--- src/rtl/ts4231_pulse_timestamper.sv ---
// TS4231 envelope pulse timestamper.
// Synchronizes the E line and timestamps each qualified light pulse against a
// free-running counter. It also measures the pulse width and queues the
// {start, width} records in a small FIFO. The FIFO is drained over valid/ready.
module ts4231_pulse_timestamper #(
    parameter int   TS_WIDTH     = 24,
    parameter int   PW_WIDTH     = 16,
    parameter int   MIN_PULSE    = 8,
    parameter int   FIFO_DEPTH   = 4,
    parameter logic ACTIVE_LEVEL = 1'b0
) (
    input  logic                clk_96MHz,
    input  logic                reset,
    input  logic                configured,
    input  logic                e_in,
    output logic                pulse_valid,
    input  logic                pulse_ready,
    output logic [TS_WIDTH-1:0] pulse_timestamp,
    output logic [PW_WIDTH-1:0] pulse_width,
    output logic [7:0]          overflow_count,
    output logic                busy
);

    localparam int                PTR_W     = (FIFO_DEPTH > 1) ? $clog2(FIFO_DEPTH) : 1;
    localparam int                CNT_W     = PTR_W + 1;
    localparam logic [CNT_W-1:0]  DEPTH_CNT = CNT_W'(FIFO_DEPTH);
    localparam logic [PW_WIDTH-1:0] MIN_PW  = PW_WIDTH'(MIN_PULSE);

    typedef enum logic [1:0] {
        DISABLED,
        WAIT_IDLE,
        ARMED,
        IN_PULSE
    } state_t;

    // Synchronizer and timestamp counter
    logic                sync1_reg;
    logic                e_sync_reg;
    logic                act;
    logic [TS_WIDTH-1:0] ts_reg;

    // Pulse tracking
    state_t              state_reg, state_next;
    logic [TS_WIDTH-1:0] ts_start_reg, ts_start_next;
    logic [PW_WIDTH-1:0] pw_reg, pw_next;
    logic                pulse_end;
    logic                qualified;

    // FIFO
    logic [TS_WIDTH-1:0]   mem_ts [FIFO_DEPTH];
    logic [PW_WIDTH-1:0]   mem_pw [FIFO_DEPTH];
    logic [PTR_W-1:0]      wr_ptr_reg;
    logic [PTR_W-1:0]      rd_ptr_reg;
    logic [CNT_W-1:0]      count_reg;
    logic [FIFO_DEPTH-1:0] wr_en;
    logic                  full;
    logic                  push;
    logic                  pop;
    logic                  drop;
    logic                  flush;

    logic [7:0] ovf_reg;

    assign act = (e_sync_reg == ACTIVE_LEVEL);

    // Two-flop synchronizer; idles at the dark level so reset never looks like light
    always_ff @(posedge clk_96MHz or posedge reset) begin
        if (reset) begin
            sync1_reg  <= ~ACTIVE_LEVEL;
            e_sync_reg <= ~ACTIVE_LEVEL;
        end else begin
            sync1_reg  <= e_in;
            e_sync_reg <= sync1_reg;
        end
    end

    // Free-running timestamp counter, wraps naturally
    always_ff @(posedge clk_96MHz or posedge reset) begin
        if (reset) begin
            ts_reg <= '0;
        end else begin
            ts_reg <= ts_reg + 1'b1;
        end
    end

    // State and pulse datapath registers
    always_ff @(posedge clk_96MHz or posedge reset) begin
        if (reset) begin
            state_reg    <= DISABLED;
            ts_start_reg <= '0;
            pw_reg       <= '0;
        end else begin
            state_reg    <= state_next;
            ts_start_reg <= ts_start_next;
            pw_reg       <= pw_next;
        end
    end

    // Next state and pulse capture; losing configured abandons everything
    always_comb begin
        state_next    = state_reg;
        ts_start_next = ts_start_reg;
        pw_next       = pw_reg;
        pulse_end     = 1'b0;
        if (!configured) begin
            state_next = DISABLED;
        end else begin
            case (state_reg)
                DISABLED: begin
                    state_next = WAIT_IDLE;
                end
                WAIT_IDLE: begin
                    // Do not capture a pulse that was already lit at enable
                    if (!act) begin
                        state_next = ARMED;
                    end
                end
                ARMED: begin
                    if (act) begin
                        ts_start_next = ts_reg;
                        pw_next       = PW_WIDTH'(1);
                        state_next    = IN_PULSE;
                    end
                end
                IN_PULSE: begin
                    if (act) begin
                        if (pw_reg != '1) begin
                            pw_next = pw_reg + 1'b1;
                        end
                    end else begin
                        pulse_end  = 1'b1;
                        state_next = ARMED;
                    end
                end
                default: begin
                    state_next = DISABLED;
                end
            endcase
        end
    end

    // Full is judged on the registered count, so a same-cycle pop never makes room
    assign qualified = pulse_end && (pw_reg >= MIN_PW);
    assign full      = (count_reg == DEPTH_CNT);
    assign push      = qualified && !full;
    assign drop      = qualified && full;
    assign pop       = pulse_valid && pulse_ready;
    assign flush     = !configured;

    generate
        for (genvar gi = 0; gi < FIFO_DEPTH; gi++) begin : g_wr_en
            assign wr_en[gi] = push && (wr_ptr_reg == PTR_W'(gi));
        end
    endgenerate

    // FIFO storage; small enough to live in flops with a direct head read
    always_ff @(posedge clk_96MHz or posedge reset) begin
        if (reset) begin
            for (int i = 0; i < FIFO_DEPTH; i++) begin
                mem_ts[i] <= '0;
                mem_pw[i] <= '0;
            end
        end else begin
            for (int i = 0; i < FIFO_DEPTH; i++) begin
                if (wr_en[i]) begin
                    mem_ts[i] <= ts_start_reg;
                    mem_pw[i] <= pw_reg;
                end
            end
        end
    end

    // FIFO pointers and occupancy; flushed while the sensor is unconfigured
    always_ff @(posedge clk_96MHz or posedge reset) begin
        if (reset) begin
            wr_ptr_reg <= '0;
            rd_ptr_reg <= '0;
            count_reg  <= '0;
        end else if (flush) begin
            wr_ptr_reg <= '0;
            rd_ptr_reg <= '0;
            count_reg  <= '0;
        end else begin
            if (push) begin
                wr_ptr_reg <= wr_ptr_reg + 1'b1;
            end
            if (pop) begin
                rd_ptr_reg <= rd_ptr_reg + 1'b1;
            end
            case ({push, pop})
                2'b10:   count_reg <= count_reg + 1'b1;
                2'b01:   count_reg <= count_reg - 1'b1;
                default: count_reg <= count_reg;
            endcase
        end
    end

    // Saturating count of qualified pulses lost to a full FIFO; kept across disable
    always_ff @(posedge clk_96MHz or posedge reset) begin
        if (reset) begin
            ovf_reg <= '0;
        end else if (drop && (ovf_reg != 8'hFF)) begin
            ovf_reg <= ovf_reg + 1'b1;
        end
    end

    assign pulse_valid     = (count_reg != '0);
    assign pulse_timestamp = mem_ts[rd_ptr_reg];
    assign pulse_width     = mem_pw[rd_ptr_reg];
    assign overflow_count  = ovf_reg;
    assign busy            = (state_reg == IN_PULSE);

endmodule

--- config.mk ---
export PLATFORM = sky130hd
export DESIGN_NAME = ts4231_pulse_timestamper
export DESIGN_NICKNAME = d
export VERILOG_FILES = /design/src/rtl/ts4231_pulse_timestamper.sv
export SDC_FILE = /design/constraint.sdc
export NUM_CORES = 1
export LEC_CHECK = 0
export BUFFER_PORTS_ARGS = -buffer_cell sky130_fd_sc_hd__buf_2
export CAP_MARGIN = 30
export CORE_UTILIZATION = 55
export CTS_CLUSTER_DIAMETER = 150
export DETAILED_ROUTE_END_ITERATION = 8
export PLACE_DENSITY = 0.77
export SLEW_MARGIN = 20
export SYNTH_ARGS = -nofsm -noshare
export SYNTH_HDL_FRONTEND = slang
export SYNTH_SLANG_ARGS = --single-unit
--- constraint.sdc ---
create_clock -name clk_96MHz -period 10.7 [get_ports clk_96MHz]
set_input_delay 1.605 -clock clk_96MHz [delete_from_list [all_inputs] [get_ports clk_96MHz]]
set_output_delay 1.605 -clock clk_96MHz [all_outputs]
set_load 0.05 [all_outputs]
* Word-level counts from Yosys, hierarchy flattened *
Index checks and enable logic that the tools add are counted.
W data, S select, Z words.

cells by class
  add/subtract/negate cells = 7
  multipliers = 0
  divide/modulo/power cells = 0
  order comparisons = 2
  equality and inequality tests = 19
  shift operators = 0
  multiplexer cells = 23
  bitwise operators = 2
  reductions and logical operators = 18

operators with widths
  operator                 number
  $mux W16                 5
  $bmux W24 S2             1
  $mux W24                 2
  $bmux W16 S2             1
  $pmux W16 S2             1
  $add A24 B1 Y24 const B  1
  $add A16 B1 Y16 const B  1
  $ge A16 B4 Y1 const B    1
  $ne A16 B16 Y1 const B   1
  $mux W2                  7
  $eq A2 B2 Y1 const B     5
  $logic_and A1 B1 Y1      9
  $add A8 B1 Y8 const B    1
  $ne A8 B8 Y1 const B     1
  $eq A2 B1 Y1 const B     3
  $ne A2 B1 Y1 const B     3
  $pmux W2 S3              1
  $pmux W3 S2              1
  $reduce_and A5 Y1        1
  $add A2 B1 Y2 const B    2
  $logic_not A2 Y1         2
  $ne A2 B2 Y1 const B     2
  $add A3 B1 Y3 const B    1
  $eq A3 B3 Y1 const B     1
  15 further kinds         17

storage, ports and cells
  register bits after elaboration = 243
  latch bits = 0
  memory bits (writable) = 0
  memory bits (read-only) = 0
  output and inout bits = 50
  memories = 0

* Longest topological paths before layout *
Gate-level depths: netlist (run 1).

  depth in word-level cells = 8
  depth in mapped cells = 10
  gate-level depth less buffers = 8

* Worst setup path before layout (run 1) *
OpenSTA, ideal clock, no wires.

  kind = reg2out
  from = register rd_ptr_reg[0]
  to = output port pulse_timestamp[0]
  data arrival time = 1817 ps
  required time = 9095 ps
  setup slack = 7278 ps
  cell stages (with the launch flop) = 4
  path buffers = 2
  cells stage by stage = dfrtp_1 > clkbuf_1 > buf_1 > mux4_2

between the ends
  cells in the longest elaborated chain, start to end = 4

RTL lines
  element                                      RTL line  RTL
  start: declaration                           53        logic [PTR_W-1:0] rd_ptr_reg;
  start signal: assignment                     188       rd_ptr_reg <= rd_ptr_reg + 1'b1;
  $not A2 Y3 (implied by the code)             208       assign pulse_timestamp = mem_ts[rd_ptr_reg];
  $bmux W24 S2                                 208
  $mux W24 (implied by the code) (2 in a row)  208
  end: declaration                             18        output logic [TS_WIDTH-1:0] pulse_timestamp,

No other way between the ends. The select of a mux whose other input is x is not followed.

* Final worst setup path (run 1) *
  from = register rd_ptr_reg[0]
  to = output port pulse_width[15]

between the ends
  cells in the longest elaborated chain, start to end = 4

RTL lines
  element                                      RTL line  RTL
  $not A2 Y3 (implied by the code)             209       assign pulse_width = mem_pw[rd_ptr_reg];
  $bmux W16 S2                                 209
  $mux W16 (implied by the code) (2 in a row)  209
  end: declaration                             19        output logic [PW_WIDTH-1:0] pulse_width,

No other way between the ends. The select of a mux whose other input is x is not followed.

==> results of run 1 <==
power breakdown:
group | internal, mW | switching [mW]
Sequential | 0.945 | 0.0392
Combinational | 0.0876 | 0.147
Clock | 0.562 | 0.360
cells in the final DEF (no fill, tap or decap), types with 6 or more instances in the layout:
| cell type | count |
|---|---|
| nor2_1 | 19 |
| xor2_1 | 14 |
| mux2_1 | 46 |
| and4_1 | 6 |
| nand2_1 | 22 |
| clkbuf_16 | 25 |
| mux2i_1 | 6 |
| nand3_1 | 24 |
| ha_1 | 8 |
| mux4_2 | 40 |
| buf_2 | 54 |
| and3_1 | 8 |
| nand4_1 | 14 |
| and2_1 | 10 |
| xnor2_1 | 27 |
| inv_1 | 9 |
| dfrtp_1 | 239 |
| mux2_2 | 140 |
worst reg2reg max path: cells and delay by family, from the launching register on:
family	cells	cell delay, ns
simple gates	4	1.56
mux	1	0.50
flops	1	0.56
worst max path at each step:
stage | slack [ns] | start | depth (start not counted) | to
floorplan | 2.43 | reset | 1 | count_reg[0]
global placement | 6.81 | configured | 5 | mem_pw[27]
detailed placement | 6.87 | rd_ptr_reg[0] | 3 | pulse_width[15]
CTS | 6.29 | rd_ptr_reg[0] | 3 | pulse_width[15]
global route | 6.21 | rd_ptr_reg[0] | 3 | pulse_width[15]
finish | 6.38 | rd_ptr_reg[0] | 3 | pulse_width[15]
area by class of cell:
cell class / instances / area [um2] / area share (%)
Sequential cell: 243 / 6090 / 50.4
Inverter: 10 / 50.0 / 0.415
Clock inverter: 14 / 186 / 1.55
Timing Repair Buffer: 59 / 340 / 2.82
Multi-Input combinational cell: 427 / 4370 / 36.3
Tap cell: 260 / 325 / 2.70
Clock buffer: 32 / 702 / 5.82
logic make-up (layout without fill, tap and decap cells):
group | count (synthesis) | count (layout) | share of synthesized area, %
multiplexers | 232 | 232 | 28.7
adder cells (fa/ha/maj) | 9 | 9 | 1.13
buffers and inverters | 54 | 115 | 2.10
flip-flops | 243 | 243 | 57.1
AND/OR/NAND/NOR | 131 | 131 | 6.67
XOR/XNOR | 41 | 41 | 3.37
AO/OA/AOI/OAI | 14 | 14 | 0.905
stage by stage:
stage | worst slack [ns] | util [%] | area [um2]
6_report | 6.38 | 64.1 | 12100
4_1_cts | 6.29 | 64.0 | 12100
3_5_place_dp | 6.87 | 59.3 | 11200
3_3_place_gp | 6.81 | 59.0 | 11100
5_1_grt | 6.21 | 64.1 | 12100
2_1_floorplan | 2.43 | - | 10600
synthesized netlist by cell type (2+ instances only):
master,number
ha_1,8
mux2_1,46
o211ai_1,4
mux4_2,40
nor3_1,3
o21ai_0,5
and4_1,6
nor2b_1,2
clkbuf_1,23
buf_1,4
or3_1,2
mux2i_1,6
o2111ai_1,2
nand2_1,26
xor2_1,14
nor4_1,3
buf_2,17
xnor2_1,27
dfrtp_1,241
nand4b_1,2
nand2b_1,5
nor2_1,20
dfstp_2,2
inv_1,10
and2_1,10
nand4_1,14
nand3_1,24
mux2_2,140
and3_1,8
metal layers:
layer / global-route usage [%] / wire length (um) / share of wire [%]
met2: 37.0 / 10300 / 50
met4: 5.72 / 419 / 2.1
met1: 29.6 / 9040 / 44
met3: 3.13 / 643 / 3.2
met5: 0 / 0 / 0
==> summary.md, run 1 <==
| Metric | Value |
|---|---|
| Status | `completed` |
| Worst-case reg-to-reg path depth | `5` |
| GRT Util Overall | `21.8%` |
| R2r startpoint | `pw_reg[3]` |
| Post-CTS Setup Repair Bufs | `0` |
| Max Fclk | `0.231 GHz` |
| Max Buffers Root-to-Sink | `3` |
| Hold WC Path Type | `flip-flop to flip-flop` |
| Setup TNS | `0 ns` |
| Top reg by flops | `mem_ts` |
| Syn Inst Count | `724` |
| # IOs | `55` |
| Number of global-route vias before repair | `6519` |
| Fraction of registers with async set/reset | `100%` |
| Worst-Margin Slew | `0.819 ns` |
| Largest net degree at the start of global routing | `150` |
| Number of synthesized register bits | `243` |
| Total placed cells including tap cells | `999` |
| Post-Layout Cell Count | `1045` |
| Yosys top cell area share | `56.6%` |
| Post-synth top flop | `dfrtp_1` |
| Hold Fails Final Rpt | `0` |
| Final Wtd Congestion | `0.771` |
| Clock Skew | `0.00810 ns` |
| Drt wl/cell | `19.5 um` |
| DRT Wirelength | `20400 um` |
| Final min period | `4.32 ns` |
| Worst path cell trace | `buf_4, mux4_2, buf_2` |
| Final setup vio count | `0` |
| Hold depth | `0` |
| MaxCap Viol Count | `0` |
| Initial Util | `56.6%` |
| CTS tree | `built` |
| Top cells by area, synth | `dfrtp_1, mux2_2, mux4_2` |
| Ant diodes | `0` |
| Yosys warnings | `0` |
| Netlist area before placement | `10600 um2` |
| Area leader, netlist | `dfrtp_1` |
| HPWL reported at the end of detailed placement | `12400 um` |
| Critical Path AT | `2.72 ns` |
| Remaining antenna violation count after routing | `0` |
| CP max-delay cell | `dfrtp_2` |
| Via count | `6028` |
| Hold buffer count at cts | `0` |
| VDD IR max | `0.000127 V` |
| CP peak stage delay | `0.68 ns` |
| Min-Delay Startpoint | `sync1_reg` |
| Buffers on Ports | `54` |
| Crit Path Class | `flip-flop to output port` |
| Max reg flops | `96` |
| Register area share after synthesis | `57.1%` |
| Avg Cell Area, Syn | `14.7 um2` |
| Layout cell share with drive strength beyond 1 | `37.6%` |
| FILL cells | `1359` |
| Clock transition at path regs | `0.06 ns` |
| Worst setup EP type | `output port` |
| Row count | `50` |
| Net count after synthesis | `738` |
| First-pass GRT wire length | `34200 um` |
| Max Slew Vio Count | `0` |
| CTS resizes | `0` |
| Worst Path Buf+Inv | `2` |
| Root buf cell | `clkbuf_16` |
| Core Area | `18800 um2` |
| Leak Pwr | `6.02 nW` |
| Die width | `141 um` |
| PD cells | `177 nW/um2` |
| Fin nets | `780` |
| R2r setup slk | `7.95 ns` |
| Post-route DRC | `0` |
| Clock latency on the worst-skew pair | `0.52 ns` |
| Worst-path maximum fanout | `28` |
| Global-route congestion overflow total | `0` |
| Vias per cell | `5.77` |
| Drt pass-1 iters | `4` |
| Final Hold Slack | `0.357 ns` |
| EDFF count, synth | `0` |
| Antenna violations before repair | `0` |
| CTS H-Tree Depth | `1` |
| Critical Path RT | `9.10 ns` |
| Total CTS buffers | `25` |
| Leading registers by flop count | `mem_ts: 96 flops, mem_pw: 64 flops` |
| Layout area overhead | `13.3%` |
| Setup crit start kind | `flip-flop` |
| Drt initial violations | `306` |
| Final Power | `2.14 mW` |
| Min-Delay Endpoint | `e_sync_reg` |
| Unrepaired setup endpoints after global routing | `false` |
| Synth cell types | `39` |
| Clock sink count | `243` |
| Die Y | `141 um` |
| Fin crit share | `40.4%` |
| RR Endpoint | `mem_pw[21]` |
| Die ar. | `19900 um2` |
| Slew headroom | `44.9%` |
| Worst path top cell family by delay | `buffers and inverters` |
(Power assumes the default switching activity.)
==> inputs of run 2 (changes only) <==
- ABC_AREA: default -> 1
- clock period: 10.7 -> 4.3 ns (I/O delays scaled with it)
==> summary.md, run 2 <==
| Metric | Value |
|---|---|
| Register area share after synthesis | `53.5%` |
| Clock Skew | `0.00861 ns` |
| CTS tree | `built` |
| HPWL reported at the end of detailed placement | `16100 um` |
| Top cells by count, synth | `nand2_1, dfrtp_1, o21ai_0, nor2_1, inv_1` |
| Top cells by area, synth | `dfrtp_1, nand2_1, o21ai_0` |
| Synth cell types | `37` |
| Drt pass-1 iters | `5` |
| Final Worst Setup Slack | `1.03 ns` |
| Die Y | `146 um` |
| Post-route DRC | `0` |
| Die width | `146 um` |
| Slew headroom | `43.1%` |
| CP peak stage delay | `0.63 ns` |
| Drt initial violations | `673` |
| Most frequent cells in the layout | `nand2_1, dfrtp_1, o21ai_0` |
| Area leader, netlist | `dfrtp_1` |
| Global-route congestion overflow total | `0` |
| Net count after synthesis | `1360` |
| Hold Fails Final Rpt | `0` |
| Number of synthesized register bits | `243` |
| CTS resizes | `0` |
| Most used cell, CP | `o21ai_0` |
| MaxCap Viol Count | `0` |
| Worst path top cell family by delay | `buffers and inverters` |
| Avg Cell Area, Syn | `8.45 um2` |
| Max Buffers Root-to-Sink | `3` |
| Largest net degree at the start of global routing | `88` |
| DRT Wirelength | `26200 um` |
| Most common cell after layout, fill and taps aside | `nand2_1` |
| Worst-path maximum fanout | `53` |
| Die ar. | `21300 um2` |
| DP Worst Slack | `1.45 ns` |
| Drt wl/cell | `15.8 um` |
| Root buf cell | `clkbuf_16` |
| Worst Path Buf+Inv | `3` |
| CP max-delay cell | `dfrtp_2` |
| Antenna violations before repair | `1` |
| Count leader, synth | `nand2_1` |
| Worst-Margin Slew | `0.851 ns` |
| Setup crit start kind | `flip-flop` |
| Seq pwr share | `48.1%` |
| Number of global-route vias before repair | `8748` |
| Max Fclk | `0.306 GHz` |
| Fin nets | `1381` |
| VDD IR max | `0.000286 V` |
| Leading registers by flop count | `mem_ts: 96 flops, mem_pw: 64 flops` |
| EDFF count, synth | `0` |
| Hold WC Path Type | `primary input to asynchronous set/reset pin` |
| Netlist area before placement | `11400 um2` |
| Total CTS buffers | `26` |
| Yosys warnings | `0` |
| Post-Layout Cell Count | `1657` |
| Ant diodes | `0` |
| Fin crit share | `76.0%` |
| Remaining antenna violation count after routing | `0` |
| Vias per cell | `5.53` |
| Design Area, Final | `12600 um2` |
| Comb pwr share | `11.7%` |
| PD cells | `416 nW/um2` |
| Status | `completed` |
| Layout cell share with drive strength beyond 1 | `10.1%` |
| Clock sink count | `243` |
| Hold buffer count at cts | `0` |
| Critical Path AT | `2.62 ns` |
| FILL cells | `1711` |
| Fraction of registers with async set/reset | `100%` |
| Setup TNS | `0 ns` |
| Final Hold Slack | `0.129 ns` |
| Worst setup EP type | `output port` |
| Final setup vio count | `0` |
| GRT Util Overall | `25.3%` |
| Via count | `9166` |
| Sw Pwr | `1.41 mW` |
| First-pass GRT wire length | `44200 um` |
| # IOs | `55` |
| Initial Util | `56.2%` |
| Final Wtd Congestion | `0.919` |
| Switching share of power | `26.8%` |
| Buffers on Ports | `54` |
| Yosys top cell area share | `53.0%` |
| Row count | `52` |
| CTS H-Tree Depth | `1` |
| Critical Path RT | `3.65 ns` |
| Post-synth top flop | `dfrtp_1` |
| Core Area | `20200 um2` |
| Top reg by flops | `mem_ts` |
| Internal power | `3.84 mW` |
| Layout area overhead | `10.9%` |
| Unrepaired setup endpoints after global routing | `false` |
| Max Slew Vio Count | `0` |
| Max reg flops | `96` |
| Clock transition at path regs | `0.06 ns` |
| Clock power frac | `40.2%` |
| Syn Inst Count | `1346` |
| Final min period | `3.27 ns` |
| Crit Path Class | `flip-flop to output port` |
| Worst path cell trace | `inv_2, buf_4, o21ai_0, o21ai_0, buf_2` |
| Clock latency on the worst-skew pair | `0.52 ns` |
| Placed Instance Area | `11800 um2` |
| Post-CTS Setup Repair Bufs | `0` |
| Total placed cells including tap cells | `1609` |
| Leak Pwr | `6.44 nW` |
==> run 2: cell type report <==
cell class                      count  area, um2  area share (%)
Timing Repair Buffer               75        478            3.79
Clock inverter                      5       25.0           0.198
Sequential cell                   243       6080            48.2
Inverter                           78        297            2.35
Tap cell                          270        338            2.68
Clock buffer                       43        786            6.23
Multi-Input combinational cell    943       4610            36.5
==> run 2: cells by family after synthesis <==
group / synth area share, %
and+or+nand+nor: 19.6
muxes: 0.891
buffers and inverters: 5.97
adders and majority gates: 1.06
AOI/OAI and AO/OA: 16.4
xor gates and xnor gates: 2.62
DFF: 53.5
==> run 2: path summary, 6_finish.rpt <==
| path | from | end | slack, ns | cells after the start |
|---|---|---|---|---|
| setup / recovery | rd_ptr_reg[0] | pulse_timestamp[19] | 1.03 | 5 |
| hold / removal | reset | mem_ts[31] | 0.13 | 2 |
| setup reg to reg | pw_reg[14] | mem_pw[16] | 1.65 | 9 |
| hold reg to reg | sync1_reg | e_sync_reg | 0.36 | 0 |
| max in group asynchronous | reset | e_sync_reg | 3.14 | 4 |
| min in group clk_96MHz | e_in | sync1_reg | 0.22 | 1 |
==> run 2: power by group through the flow <==
stage	logic [mW]	registers, mW	clock network, mW
2_1_floorplan	0.468	2.54	0
3_3_place_gp	0.596	2.56	0
3_5_place_dp	0.613	2.57	0
4_1_cts	0.616	2.53	2.15
5_1_grt	0.669	2.55	2.24
6_report	0.613	2.53	2.11
==> run 2: stage by stage <==
step / total power [mW] / utilization (%)
floorplan: 3.01 / -
global placement: 3.16 / 58.3
detailed placement: 3.18 / 58.4
CTS: 5.29 / 62.4
global route: 5.46 / 62.4
finish: 5.25 / 62.4
==> run 2: per-layer routing <==
layer	share of wire [%]	up-vias	global-route usage, %
met4	1.9	2	7.16
met1	47	4434	37.7
li1	-	4426	-
met3	6.0	38	3.54
met2	45	266	38.7
met5	0.031	-	0
